--- src/rtl/reg_file_pkg.sv ---
// rtl/reg_file_pkg.sv - shared widths and the writeback port struct for the register file.
package reg_file_pkg;

  localparam int REG_ADR_W  = 3;
  localparam int REG_DATA_W = 16;
  localparam int NUM_REGS   = 2 ** REG_ADR_W;

  typedef struct packed {
    logic                  ena;
    logic [REG_ADR_W-1:0]  adr;
    logic [REG_DATA_W-1:0] data;
  } signal_wr_reg;

endpackage

--- src/rtl/reg_file_if.sv ---
// rtl/reg_file_if.sv - writeback, decode read and issue signals of the register file.
interface reg_file_if;
  import reg_file_pkg::*;

  signal_wr_reg          wr_reg_i;
  logic                  rd_a_ena_i;
  logic [REG_ADR_W-1:0]  rd_a_adr_i;
  logic [REG_DATA_W-1:0] rd_a_data_o;
  logic                  rd_b_ena_i;
  logic [REG_ADR_W-1:0]  rd_b_adr_i;
  logic [REG_DATA_W-1:0] rd_b_data_o;
  logic                  issue_ena_i;
  logic [REG_ADR_W-1:0]  issue_adr_i;
  logic [NUM_REGS-1:0]   busy_o;
  logic                  stall_o;
  logic                  err_o;

  modport master (
    output wr_reg_i, rd_a_ena_i, rd_a_adr_i, rd_b_ena_i, rd_b_adr_i,
           issue_ena_i, issue_adr_i,
    input  rd_a_data_o, rd_b_data_o, busy_o, stall_o, err_o
  );

  modport slave (
    input  wr_reg_i, rd_a_ena_i, rd_a_adr_i, rd_b_ena_i, rd_b_adr_i,
           issue_ena_i, issue_adr_i,
    output rd_a_data_o, rd_b_data_o, busy_o, stall_o, err_o
  );

endinterface

--- src/rtl/reg_file_scoreboard.sv ---
// rtl/reg_file_scoreboard.sv - pending-write busy vector, sticky writeback error and decode stall.
module reg_file_scoreboard #(
  parameter int ADR_W    = 3,
  parameter bit ZERO_REG = 1'b1
) (
  input  logic                clk_i,
  input  logic                rst_i,
  input  logic                wr_ena_i,
  input  logic [ADR_W-1:0]    wr_adr_i,
  input  logic                issue_ena_i,
  input  logic [ADR_W-1:0]    issue_adr_i,
  input  logic                rd_a_ena_i,
  input  logic [ADR_W-1:0]    rd_a_adr_i,
  input  logic                bypass_a_i,
  input  logic                rd_b_ena_i,
  input  logic [ADR_W-1:0]    rd_b_adr_i,
  input  logic                bypass_b_i,
  output logic [2**ADR_W-1:0] busy_o,
  output logic                stall_o,
  output logic                err_o
);

  logic [2**ADR_W-1:0] busy_q;
  logic [2**ADR_W-1:0] busy_nxt;
  logic                err_q;
  logic                err_set;
  logic                hit_a;
  logic                hit_b;

  // Issue is applied after writeback so a new pending write supersedes the retiring one.
  always_comb begin
    busy_nxt = busy_q;
    if (wr_ena_i)    busy_nxt[wr_adr_i]    = 1'b0;
    if (issue_ena_i) busy_nxt[issue_adr_i] = 1'b1;
    if (ZERO_REG)    busy_nxt[0]           = 1'b0;
  end

  assign err_set = wr_ena_i & ~busy_q[wr_adr_i] & ~(ZERO_REG & (wr_adr_i == '0));

  always_ff @(posedge clk_i) begin
    if (rst_i) begin
      busy_q <= '0;
      err_q  <= 1'b0;
    end else begin
      busy_q <= busy_nxt;
      if (err_set) err_q <= 1'b1;
    end
  end

  assign hit_a   = busy_q[rd_a_adr_i] & ~bypass_a_i;
  assign hit_b   = busy_q[rd_b_adr_i] & ~bypass_b_i;
  assign stall_o = (rd_a_ena_i & hit_a) | (rd_b_ena_i & hit_b);
  assign busy_o  = busy_q;
  assign err_o   = err_q;

endmodule

--- src/rtl/reg_file.sv ---
// rtl/reg_file.sv - 8x16 register file with two read ports and a pending-write scoreboard.
// Optional writeback-to-read forwarding: define REG_FILE_BYPASS_EN.
module reg_file
  import reg_file_pkg::*;
#(
  parameter int DATA_W   = REG_DATA_W,
  parameter int ADR_W    = REG_ADR_W,
  parameter bit ZERO_REG = 1'b1
) (
  input  logic       clk_i,
  input  logic       rst_i,
  reg_file_if.slave  bus
);

  localparam int NREG = 2 ** ADR_W;

  logic [DATA_W-1:0] regs [NREG];
  logic              bypass_a;
  logic              bypass_b;
  logic              wr_en;
  logic [DATA_W-1:0] rd_a;
  logic [DATA_W-1:0] rd_b;

`ifdef REG_FILE_BYPASS_EN
  assign bypass_a = bus.wr_reg_i.ena & (bus.wr_reg_i.adr == bus.rd_a_adr_i);
  assign bypass_b = bus.wr_reg_i.ena & (bus.wr_reg_i.adr == bus.rd_b_adr_i);
`else
  assign bypass_a = 1'b0;
  assign bypass_b = 1'b0;
`endif

  assign wr_en = bus.wr_reg_i.ena & ~(ZERO_REG & (bus.wr_reg_i.adr == '0));

  always_ff @(posedge clk_i) begin
    if (rst_i) begin
      for (int i = 0; i < NREG; i++) regs[i] <= '0;
    end else if (wr_en) begin
      regs[bus.wr_reg_i.adr] <= bus.wr_reg_i.data;
    end
  end

  // The hardwired zero check comes last so forwarding can never leak a value onto r0.
  always_comb begin
    rd_a = regs[bus.rd_a_adr_i];
    if (bypass_a) rd_a = bus.wr_reg_i.data;
    if (ZERO_REG && (bus.rd_a_adr_i == '0)) rd_a = '0;
    rd_b = regs[bus.rd_b_adr_i];
    if (bypass_b) rd_b = bus.wr_reg_i.data;
    if (ZERO_REG && (bus.rd_b_adr_i == '0)) rd_b = '0;
  end

  assign bus.rd_a_data_o = rd_a;
  assign bus.rd_b_data_o = rd_b;

  reg_file_scoreboard #(
    .ADR_W    (ADR_W),
    .ZERO_REG (ZERO_REG)
  ) u_scoreboard (
    .clk_i       (clk_i),
    .rst_i       (rst_i),
    .wr_ena_i    (bus.wr_reg_i.ena),
    .wr_adr_i    (bus.wr_reg_i.adr),
    .issue_ena_i (bus.issue_ena_i),
    .issue_adr_i (bus.issue_adr_i),
    .rd_a_ena_i  (bus.rd_a_ena_i),
    .rd_a_adr_i  (bus.rd_a_adr_i),
    .bypass_a_i  (bypass_a),
    .rd_b_ena_i  (bus.rd_b_ena_i),
    .rd_b_adr_i  (bus.rd_b_adr_i),
    .bypass_b_i  (bypass_b),
    .busy_o      (bus.busy_o),
    .stall_o     (bus.stall_o),
    .err_o       (bus.err_o)
  );

endmodule

--- src/flat_wrapper.sv ---
// flat-port wrapper written by rule: the top's interface ports become plain ports
module reg_file_flat import reg_file_pkg::*;
#(
  parameter int DATA_W   = REG_DATA_W,
  parameter int ADR_W    = REG_ADR_W,
  parameter bit ZERO_REG = 1'b1
)
  (clk_i, rst_i, bus_wr_reg_i, bus_rd_a_ena_i, bus_rd_a_adr_i, bus_rd_b_ena_i, bus_rd_b_adr_i, bus_issue_ena_i, bus_issue_adr_i, bus_rd_a_data_o, bus_rd_b_data_o, bus_busy_o, bus_stall_o, bus_err_o);
  reg_file_if bus_i ();
  input  logic clk_i;
  input  logic rst_i;
  input wire logic [$bits(bus_i.wr_reg_i)-1:0] bus_wr_reg_i;
  input wire logic [$bits(bus_i.rd_a_ena_i)-1:0] bus_rd_a_ena_i;
  input wire logic [$bits(bus_i.rd_a_adr_i)-1:0] bus_rd_a_adr_i;
  input wire logic [$bits(bus_i.rd_b_ena_i)-1:0] bus_rd_b_ena_i;
  input wire logic [$bits(bus_i.rd_b_adr_i)-1:0] bus_rd_b_adr_i;
  input wire logic [$bits(bus_i.issue_ena_i)-1:0] bus_issue_ena_i;
  input wire logic [$bits(bus_i.issue_adr_i)-1:0] bus_issue_adr_i;
  output wire logic [$bits(bus_i.rd_a_data_o)-1:0] bus_rd_a_data_o;
  output wire logic [$bits(bus_i.rd_b_data_o)-1:0] bus_rd_b_data_o;
  output wire logic [$bits(bus_i.busy_o)-1:0] bus_busy_o;
  output wire logic [$bits(bus_i.stall_o)-1:0] bus_stall_o;
  output wire logic [$bits(bus_i.err_o)-1:0] bus_err_o;
  assign bus_i.wr_reg_i = bus_wr_reg_i;
  assign bus_i.rd_a_ena_i = bus_rd_a_ena_i;
  assign bus_i.rd_a_adr_i = bus_rd_a_adr_i;
  assign bus_i.rd_b_ena_i = bus_rd_b_ena_i;
  assign bus_i.rd_b_adr_i = bus_rd_b_adr_i;
  assign bus_i.issue_ena_i = bus_issue_ena_i;
  assign bus_i.issue_adr_i = bus_issue_adr_i;
  assign bus_rd_a_data_o = bus_i.rd_a_data_o;
  assign bus_rd_b_data_o = bus_i.rd_b_data_o;
  assign bus_busy_o = bus_i.busy_o;
  assign bus_stall_o = bus_i.stall_o;
  assign bus_err_o = bus_i.err_o;
  reg_file #(.DATA_W(DATA_W), .ADR_W(ADR_W), .ZERO_REG(ZERO_REG)) u_core (.clk_i(clk_i), .rst_i(rst_i), .bus(bus_i));
endmodule
--- config.mk ---
export PLATFORM = sky130hd
export DESIGN_NAME = reg_file_flat
export DESIGN_NICKNAME = d
export VERILOG_FILES = /design/src/rtl/reg_file_pkg.sv /design/src/rtl/reg_file_if.sv /design/src/rtl/reg_file_scoreboard.sv /design/src/rtl/reg_file.sv /design/src/flat_wrapper.sv
export SDC_FILE = /design/constraint.sdc
export NUM_CORES = 1
export LEC_CHECK = 0
export CORE_ASPECT_RATIO = 1.5
export CORE_MARGIN = 2
export CORE_UTILIZATION = 29
export CTS_CLUSTER_DIAMETER = 80
export CTS_CLUSTER_SIZE = 20
export DETAILED_ROUTE_END_ITERATION = 10
export GPL_ROUTABILITY_DRIVEN = 0
export SLEW_MARGIN = 20
export SYNTH_ARGS = -nofsm -noshare
export SYNTH_HDL_FRONTEND = slang
export SYNTH_SLANG_ARGS = --single-unit
--- constraint.sdc ---
create_clock -name clk_i -period 5.45 [get_ports clk_i]
set_input_delay 1.09 -clock clk_i [delete_from_list [all_inputs] [get_ports clk_i]]
set_output_delay 1.09 -clock clk_i [all_outputs]
set_load 0.02 [all_outputs]
==> flow_summary.ini, run 1 <==
[power]
power_frac_comb = 0.143
p_clk_frac = 0.454
leakage_uw = 0.00291
internal_power_uw = 2060
vdd_drop_max_mv = 0.224
p_seq_frac = 0.403
p_total_uw = 2730
p_sw_uw = 670
p_per_area_mw_per_mm2 = 331
netSwitchingFraction = 0.245

[worst_setup_path]
cp.arrival_ns = 3.22
ff2ff_setup_slack_ns = 4.22
cp_slowest_cell = clkdlybuf4s50_1
max_stage_delay_ns = 0.98
path_max_fanout = 21
crit_path_frequent_cell = clkdlybuf4s50_1
rr_startpoint = u_core.u_scoreboard.busy_o[5]
cp-start-kind = primary input
cp-end-kind = output port
rr_worst_depth = 3
r2r-end = u_core.u_scoreboard.err_o
endpoint = bus_rd_b_data_o[14]
path_cells = clkdlybuf4s50_1 > buf_4 > nand2_1 > o21ai_1 > clkdlybuf4s50_1
path_class = primary input to output port
worstPathRequired_ns = 4.36
worstSetupStartpoint = bus_rd_b_adr_i[2]

[sta]
fin_tns_setup_ns = 0
finalMaxSlewViolations = 0
min_period_ns = 4.31
fin_skew_ns = 0.00296
rsz0062_at_grt = no
tightest_slew_ns = 1.08
period_share = 0.791
max_freq_ghz = 0.232
slew_headroom = 0.275
hold_viol = 0
setup_viol = 0
worst_slack_ns = 1.14

[outcome]
status = finished, final reports clean

[routing]
wirelength_um = 19700
drc_errors = 0
routedWlPerCell_um = 23.0
dr.pass1.iters = 6
drt_iter0_markers = 461
vias = 4612
drtAntennaViolNets = 0
vias_per_cell = 5.38

[run]
drv_cap = 0

[clocking]
post_cts_resized = 0
numCtsBuffers = 17
insertion_delay_ns = 0.42
cts_setup_buffers = 0
htree_levels = 4
cts.sinks = 120
cts_buffer_depth = 2
clk_pin_slew_ns = 0.05
cts_hold_buf = 0
cts_tree = yes
clockRootBuffer = clkbuf_16

[grt]
antenna_found_initial = 0
track_usage = 0.169
grt_pass1_wl_um = 29900
grt_start_max_net_pins = 25
overflow = 0
grt_pass1_vias = 5022

[placement]
dp_worst_setup_slack_ns = 1.13
numPortBuffers = 74
post-dp-hpwl_um = 13400

[layout]
layout_common_cells = and2_1, edfxtp_1, clkdlybuf4s50_1, mux4_2, mux2_2
area_growth_pct = 25.2
antenna_cells = 0
nets = 603
drive_above_1_share = 0.227

[die]
core_mm2 = 0.0224
die_w_um = 127
initial_utilization = 0.295
io_pins = 76
die_area_mm2 = 0.0240
rows = 67
die_h_um = 189

[synth]
ys_warn_count = 0
avgSynthCellArea_um2 = 13.3
synth_seq_cells = 120
ys.flop_type = edfxtp_1
async_flop_share = 0
ys_seq_area_frac = 0.534
synth_nets = 530
ys_types = 46
syn_area_mm2 = 0.00660
synthCells = 496
synth_enable_flop_cells = 112

[min_path]
hold_path_class = flop to flop
## final cells by class
cell class / instances / area [um2]
fillers: 2121 / 14100
flip-flops and latches: 120 / 3520
multi-input cells: 319 / 2770
repair buffers: 92 / 898
clock buffers: 18 / 429
well taps: 276 / 345
clock inverters: 14 / 220
inverters: 19 / 71.3
## power by group through the flow
stage / sequential [uW] / combinational, uW / clock, uW
after floorplan: 1110 / 222 / 0
after global placement: 1120 / 387 / 0
after detailed placement: 1120 / 391 / 0
after CTS: 1100 / 393 / 1250
after global routing: 1110 / 415 / 1290
final: 1100 / 390 / 1240
## per-stage QoR
step	util	std cells	cell area [um2]	hold slack (ns)
after floorplan	-	496	6600	0.576
after global placement	0.340	826	7610	0.457
after detailed placement	0.340	826	7610	0.479
after CTS	0.369	858	8260	0.497
after global routing	0.369	858	8260	0.524
final	0.369	858	8260	0.493
## Yosys cell counts, types with 5 or more instances
| cell type | instances | share of area |
|---|---|---|
| and2_1 | 112 | 0.11 |
| edfxtp_1 | 112 | 0.51 |
| mux4_2 | 34 | 0.12 |
| mux2_2 | 31 | 0.053 |
| a21oi_1 | 20 | 0.015 |
| nand2_1 | 20 | 0.011 |
| inv_1 | 18 | 0.010 |
| a22oi_1 | 17 | 0.019 |
| o21ai_0 | 17 | 0.013 |
| a221oi_1 | 15 | 0.020 |
| o21ai_1 | 14 | 0.011 |
| buf_2 | 13 | 0.0099 |
| clkbuf_1 | 10 | 0.0057 |
| dfxtp_1 | 8 | 0.024 |
| buf_6 | 7 | 0.012 |
| buf_4 | 5 | 0.0057 |
| nor2b_1 | 5 | 0.0047 |
## logic make-up after synthesis
family                 share of synthesized area
AOI/OAI and AO/OA                         0.0895
other                                   0.000568
muxes                                      0.181
DFF                                        0.534
and+or+nand+nor                            0.149
buffers and inverters                     0.0461
## worst min-delay path by stage
stage	start	slack [ns]	endpoint	cells after the start
floorplan	u_core.u_scoreboard.busy_o[7]	0.58	u_core.u_scoreboard.busy_o[7]	2
CTS	u_core.u_scoreboard.err_o	0.50	u_core.u_scoreboard.err_o	1
global placement	u_core.u_scoreboard.err_o	0.46	u_core.u_scoreboard.err_o	1
global route	u_core.u_scoreboard.err_o	0.52	u_core.u_scoreboard.err_o	1
finish	u_core.u_scoreboard.err_o	0.49	u_core.u_scoreboard.err_o	1
detailed placement	u_core.u_scoreboard.err_o	0.48	u_core.u_scoreboard.err_o	1
## critical path: cells and delay by family
family / cells / cell delay, ns
AOI/OAI and AO/OA: 1 / 0.11
and+or+nand+nor: 1 / 0.07
buffers and inverters: 3 / 1.94
## metal layers
layer | track usage | vias up | wire [um]
met4 | 0.0757 | 0 | 629
met3 | 0.0383 | 42 | 1330
met1 | 0.201 | 2323 | 7580
met2 | 0.292 | 220 | 10200
li1 | - | 2027 | -
met5 | 0 | - | 0
## registers in the layout, indices dropped and copies added, names as in the netlist
| register | flops |
|---|---|
| u_core.regs | 112 |
| u_core.u_scoreboard.busy_o | 7 |
| u_core.u_scoreboard.err_o | 1 |
No activity file was read; power rests on OpenSTA's default activity.
==> inputs of run 2 (changes only) <==
==> constraint.sdc (replaced) <==
create_clock -name clk_i -period 4.45 [get_ports clk_i]
set_input_delay 0.89 -clock clk_i [delete_from_list [all_inputs] [get_ports clk_i]]
set_output_delay 0.89 -clock clk_i [all_outputs]
set_load 0.02 [all_outputs]
==> run 2 against run 1 <==
Sequential power rose by 23%. Sequential share of layout area rose by 0.21 points. Global-route usage fell by 0.77 points. Count of clock-buffer cells in the layout did not move. Register-to-register slack got worse by 0.96 ns. Non-clock buffer count rose by 3. Critical endpoint is now bus_rd_b_data_o[15]. Total power rose by 17%. First-iteration DRC count fell by 26%. Hold slack got worse by 0.019 ns. Die area did not move. Flip-flop and latch count did not move. Routed wire length fell by 4.2%. Largest power group unchanged.
==> flow_summary.ini, run 2 (synthesized netlist as in run 1, its figures left out) <==
[outcome]
status = finished, final reports clean

[die]
core_mm2 = 0.0224
initial_utilization = 0.295
die_area_mm2 = 0.0240
die_h_um = 189
rows = 67
die_w_um = 127
io_pins = 76

[worst_setup_path]
cp-start-kind = primary input
path_max_fanout = 12
crit_buf_inv = 3
cp.arrival_ns = 3.11
cpLargestDelayFamily = buffers and inverters
max_stage_delay_ns = 0.70
path_cells = clkdlybuf4s50_1 > nor2b_1 > buf_4 > a22oi_1 > o21ai_0 > clkdlybuf4s50_1
crit_path_frequent_cell = clkdlybuf4s50_1
worstPathRequired_ns = 3.56
cp_slowest_cell = clkdlybuf4s50_1
cp_num_cells = 6
path_class = primary input to output port
rr_worst_depth = 3
ff2ff_setup_slack_ns = 3.26
cp-end-kind = output port

[sta]
fin_skew_ns = 0.00303
hold_viol = 0
rsz0062_at_grt = no
fin_tns_setup_ns = 0
min_period_ns = 4.00
finalMaxSlewViolations = 0
tightest_slew_ns = 0.951
max_freq_ghz = 0.250
slew_headroom = 0.362
setup_viol = 0
period_share = 0.899

[clocking]
cts.sinks = 120
cts_buffer_depth = 2
clockRootBuffer = clkbuf_16
htree_levels = 4
cts_tree = yes
post_cts_resized = 0
clk_pin_slew_ns = 0.06
cts_setup_buffers = 0
cts_hold_buf = 0
numCtsBuffers = 17
insertion_delay_ns = 0.41

[grt]
antenna_found_initial = 0
track_usage = 0.162
grt_pass1_vias = 4841
overflow = 0
grt_start_max_net_pins = 36
grt_pass1_wl_um = 28500

[layout]
largest_reg_flops = 112
area_growth_pct = 24.6
layout_common_cells = and2_1, edfxtp_1, clkdlybuf4s50_1, mux4_2, mux2_2
nets = 606
top_register = u_core.regs
multi_input_area_mm2 = 0.00277
regArea_mm2 = 0.00352
antenna_cells = 0
fill_cells = 2111
layoutNonFillerInstCount = 860
drive_above_1_share = 0.229

[power]
leakage_uw = 0.00289
vdd_drop_max_mv = 0.269
p_per_area_mw_per_mm2 = 388
p_total_uw = 3190

[run]
drv_cap = 0

[routing]
vias = 4520
drt_iter0_markers = 340
dr.pass1.iters = 5
wirelength_um = 18900
routedWlPerCell_um = 21.9
drc_errors = 0
vias_per_cell = 5.26
drtAntennaViolNets = 0

[placement]
post-dp-hpwl_um = 12200
dp.cells = 829
numPortBuffers = 74

[min_path]
hold_depth = 1
hold_path_class = flop to flop
==> run 2: final cells by class <==
type,count,area share
multi-input combinational,319,0.337
clock buffer,18,0.0522
clock inverter,13,0.0190
tap,276,0.0420
timing repair buffer,95,0.112
sequential,120,0.429
inverter,19,0.00868
==> run 2: worst reg2reg max path, stage by stage (launching register included) <==
cell     delay, ns
dfxtp_1       0.44
mux2i_1       0.11
a211o_1       0.30
a32o_1        0.24
==> run 2: report_power, final <==
group | switching [uW] | total (uW) | internal, uW | leakage [uW]
logic | 252 | 474 | 222 | 0.00147
registers | 39.8 | 1350 | 1310 | 0.00115
clock network | 493 | 1360 | 872 | 0.000275
total | 785 | 3190 | 2400 | 0.00289
==> run 2: final timing paths <==
check,start,to
worst max-delay path,bus_rd_b_adr_i[1],bus_rd_b_data_o[15]
worst min-delay path,u_core.u_scoreboard.err_o,u_core.u_scoreboard.err_o
worst max register to register,u_core.u_scoreboard.busy_o[1],u_core.u_scoreboard.err_o
worst min register to register,u_core.u_scoreboard.err_o,u_core.u_scoreboard.err_o
==> run 2: layer usage <==
| metal | vias up | track usage | part of all wire |
|---|---|---|---|
| met5 | - | 0 | 0 |
| li1 | 2024 | - | - |
| met2 | 190 | 0.289 | 0.53 |
| met1 | 2271 | 0.192 | 0.39 |
| met4 | 0 | 0.0600 | 0.020 |
| met3 | 35 | 0.0295 | 0.055 |
==> run 2: through the flow <==
stage / setup WS, ns / hold slack (ns) / area, um2 / utilization
4_1_cts: 0.503 / 0.482 / 8220 / 0.367
5_1_grt: 0.430 / 0.527 / 8220 / 0.367
2_1_floorplan: 1.60 / 0.576 / 6600 / -
3_5_place_dp: 0.502 / 0.464 / 7630 / 0.341
6_report: 0.450 / 0.474 / 8220 / 0.367
3_3_place_gp: 0.541 / 0.463 / 7630 / 0.341
==> inputs of run 3 (changes only) <==
--- a/config.mk
+++ b/config.mk
@@ -12,7 +12,9 @@
 export CTS_CLUSTER_SIZE = 20
 export DETAILED_ROUTE_END_ITERATION = 10
 export GPL_ROUTABILITY_DRIVEN = 0
+export PLACE_DENSITY = 0.58
 export SLEW_MARGIN = 20
 export SYNTH_ARGS = -nofsm -noshare
 export SYNTH_HDL_FRONTEND = slang
+export SYNTH_HIERARCHICAL = 1
 export SYNTH_SLANG_ARGS = --single-unit
==> run 3 against run 2 <==
Cell area is 1.0% higher. Critical path depth is the same. Register-to-register slack hardly changed. Largest power group unchanged. Sequential power hardly changed. Count of clock-buffer cells in the layout grew 3.
==> flow_summary.ini, run 3 <==
[layout]
top_register = u_core/regs
multi_input_area_mm2 = 0.00290
final_area_mm2 = 0.00831
drive_above_1_share = 0.173
layout_commonest_cell = edfxtp_1
nets = 640
fill_cells = 2189
regArea_mm2 = 0.00352
largest_reg_flops = 112
layout_common_cells = edfxtp_1, and2_1, clkdlybuf4s50_1, mux2i_1, a221oi_1
area_growth_pct = 23.7
layoutNonFillerInstCount = 898
antenna_cells = 0

[worst_setup_path]
crit_path_frequent_cell = clkdlybuf4s50_1
cpLargestDelayFamily = buffers and inverters
cp_slowest_cell = and2_1
path_class = primary input to output port
ff2ff_setup_slack_ns = 3.25
path_max_fanout = 18
max_stage_delay_ns = 0.73
r2r-end = u_core/u_scoreboard/err_o
worstPathRequired_ns = 3.56
rr_startpoint = u_core/u_scoreboard/busy_o[3]
crit_buf_inv = 3
rr_worst_depth = 3
path_cells = clkdlybuf4s50_1 > buf_4 > and2_1 > a22o_1 > a21oi_1 > clkdlybuf4s50_1
cp.arrival_ns = 3.32
cp-start-kind = primary input
cp-end-kind = output port

[synth]
avgSynthCellArea_um2 = 12.6
synth_area_leader_cell = edfxtp_1
synthCells = 531
async_flop_share = 0
synth_area_leaders = edfxtp_1, and2_1, mux2i_1
ys_types = 39
ys_warn_count = 6
synthTopCellsByCount = edfxtp_1, and2_1, mux2i_1, a221oi_1, mux2_2
ys.flop_type = edfxtp_1
synth_most_common_cell = edfxtp_1
syn_area_mm2 = 0.00672
synth_enable_flop_cells = 112
ys_seq_area_frac = 0.525
synth_top_area_share = 0.501
synth_seq_cells = 120

[clocking]
clk_pin_slew_ns = 0.05
cts_setup_buffers = 0
clockRootBuffer = clkbuf_16
cts_buffer_depth = 2
cts_hold_buf = 0
numCtsBuffers = 17
cts_tree = yes
htree_levels = 4
cts.sinks = 120
insertion_delay_ns = 0.42
post_cts_resized = 0

[sta]
rsz0062_at_grt = no
slew_headroom = 0.355
fin_skew_ns = 0.000826
setup_viol = 0
min_period_ns = 4.21
max_freq_ghz = 0.238
finalMaxSlewViolations = 0
period_share = 0.946
tightest_slew_ns = 0.966
hold_viol = 0
fin_tns_setup_ns = 0

[min_path]
hold_path_class = flop to flop
hp-start = u_core/u_scoreboard/err_o
hold_depth = 1
holdPathEnd = u_core/u_scoreboard/err_o

[power]
p_total_uw = 3190
p_per_area_mw_per_mm2 = 384
leakage_uw = 0.00294
vdd_drop_max_mv = 0.189

[die]
rows = 68
die_area_mm2 = 0.0244
die_h_um = 190
initial_utilization = 0.293
core_mm2 = 0.0229
io_pins = 76
die_w_um = 128

[routing]
wirelength_um = 20400
vias_per_cell = 5.44
drtAntennaViolNets = 0
drt_iter0_markers = 333
dr.pass1.iters = 6
drc_errors = 0
routedWlPerCell_um = 22.7
vias = 4887

[grt]
grt_start_max_net_pins = 64
grt_pass1_vias = 5278
antenna_found_initial = 0
track_usage = 0.171
overflow = 0
grt_pass1_wl_um = 30500

[placement]
post-dp-hpwl_um = 13000
postPlaceCellArea_mm2 = 0.00771
dp.cells = 867
numPortBuffers = 74

[run]
drv_cap = 0

[outcome]
status = finished, final reports clean
[run 3: cell types whose count changed after synthesis, sizes merged, moves of 5 or more]
cell,change
mux2i,+53
or2,+7
a311oi,+16
a221oi,+30
a22oi,-17
a211oi,+15
nand2,-12
a21oi,-12
nand2b,+5
mux4,-32
o21ai,-25
nor2b,+17
inv,-15
[run 3: worst max-delay path by stage]
stage / from / endpoint / slack (ns) / cells after the start
2_1_floorplan: bus_rd_b_adr_i[0] / bus_rd_b_data_o[10] / 1.47 / 5
3_3_place_gp: bus_rd_b_adr_i[1] / bus_rd_b_data_o[0] / 0.24 / 5
3_5_place_dp: bus_rd_b_adr_i[1] / bus_rd_b_data_o[0] / 0.22 / 5
4_1_cts: bus_rd_b_adr_i[1] / bus_rd_b_data_o[0] / 0.21 / 5
5_1_grt: bus_rd_b_adr_i[1] / bus_rd_b_data_o[9] / 0.11 / 7
6_report: bus_rd_b_adr_i[2] / bus_rd_b_data_o[15] / 0.24 / 6
[run 3: kinds of logic after synthesis]
logic type / count (synthesis) / synth area share
other cells: 2 / 0.00112
mux: 90 / 0.146
simple gates: 176 / 0.167
flops: 120 / 0.525
buf+inv: 45 / 0.0434
compound gates: 98 / 0.118
[run 3: cell type report]
| cell class | instances | area share |
|---|---|---|
| tap | 280 | 0.0422 |
| inverter | 3 | 0.00136 |
| clock inverter | 10 | 0.0184 |
| clock buffer | 21 | 0.0530 |
| timing repair buffer | 97 | 0.111 |
| multi-input combinational | 367 | 0.350 |
| sequential | 120 | 0.424 |
[run 3: worst reg2reg max path, cell delays in order (launching register included)]
cell and delay (ns):
dfxtp_1 0.43, mux2i_1 0.11, a211o_1 0.30, a32o_1 0.25
[run 3: where the power goes]
| group | internal, uW | switching (uW) |
|---|---|---|
| sequential | 1310 | 39.2 |
| clock | 925 | 464 |
| combinational | 200 | 256 |
| total | 2430 | 760 |
[run 3: through the flow]
stage                      util  worst slack, ns  hold WS [ns]
after global routing      0.363            0.110         0.539
after floorplan               -             1.47         0.577
after CTS                 0.363            0.209         0.513
after detailed placement  0.337            0.217         0.489
final                     0.363            0.242         0.504
after global placement    0.337            0.239         0.473
[run 3: per-layer routing]
layer  track usage  part of all wire  vias up
met4        0.0664             0.022        0
li1              -                 -     2184
met2         0.312              0.52      195
met1         0.193              0.40     2470
met3        0.0340             0.055       38
met5             0                 0        -
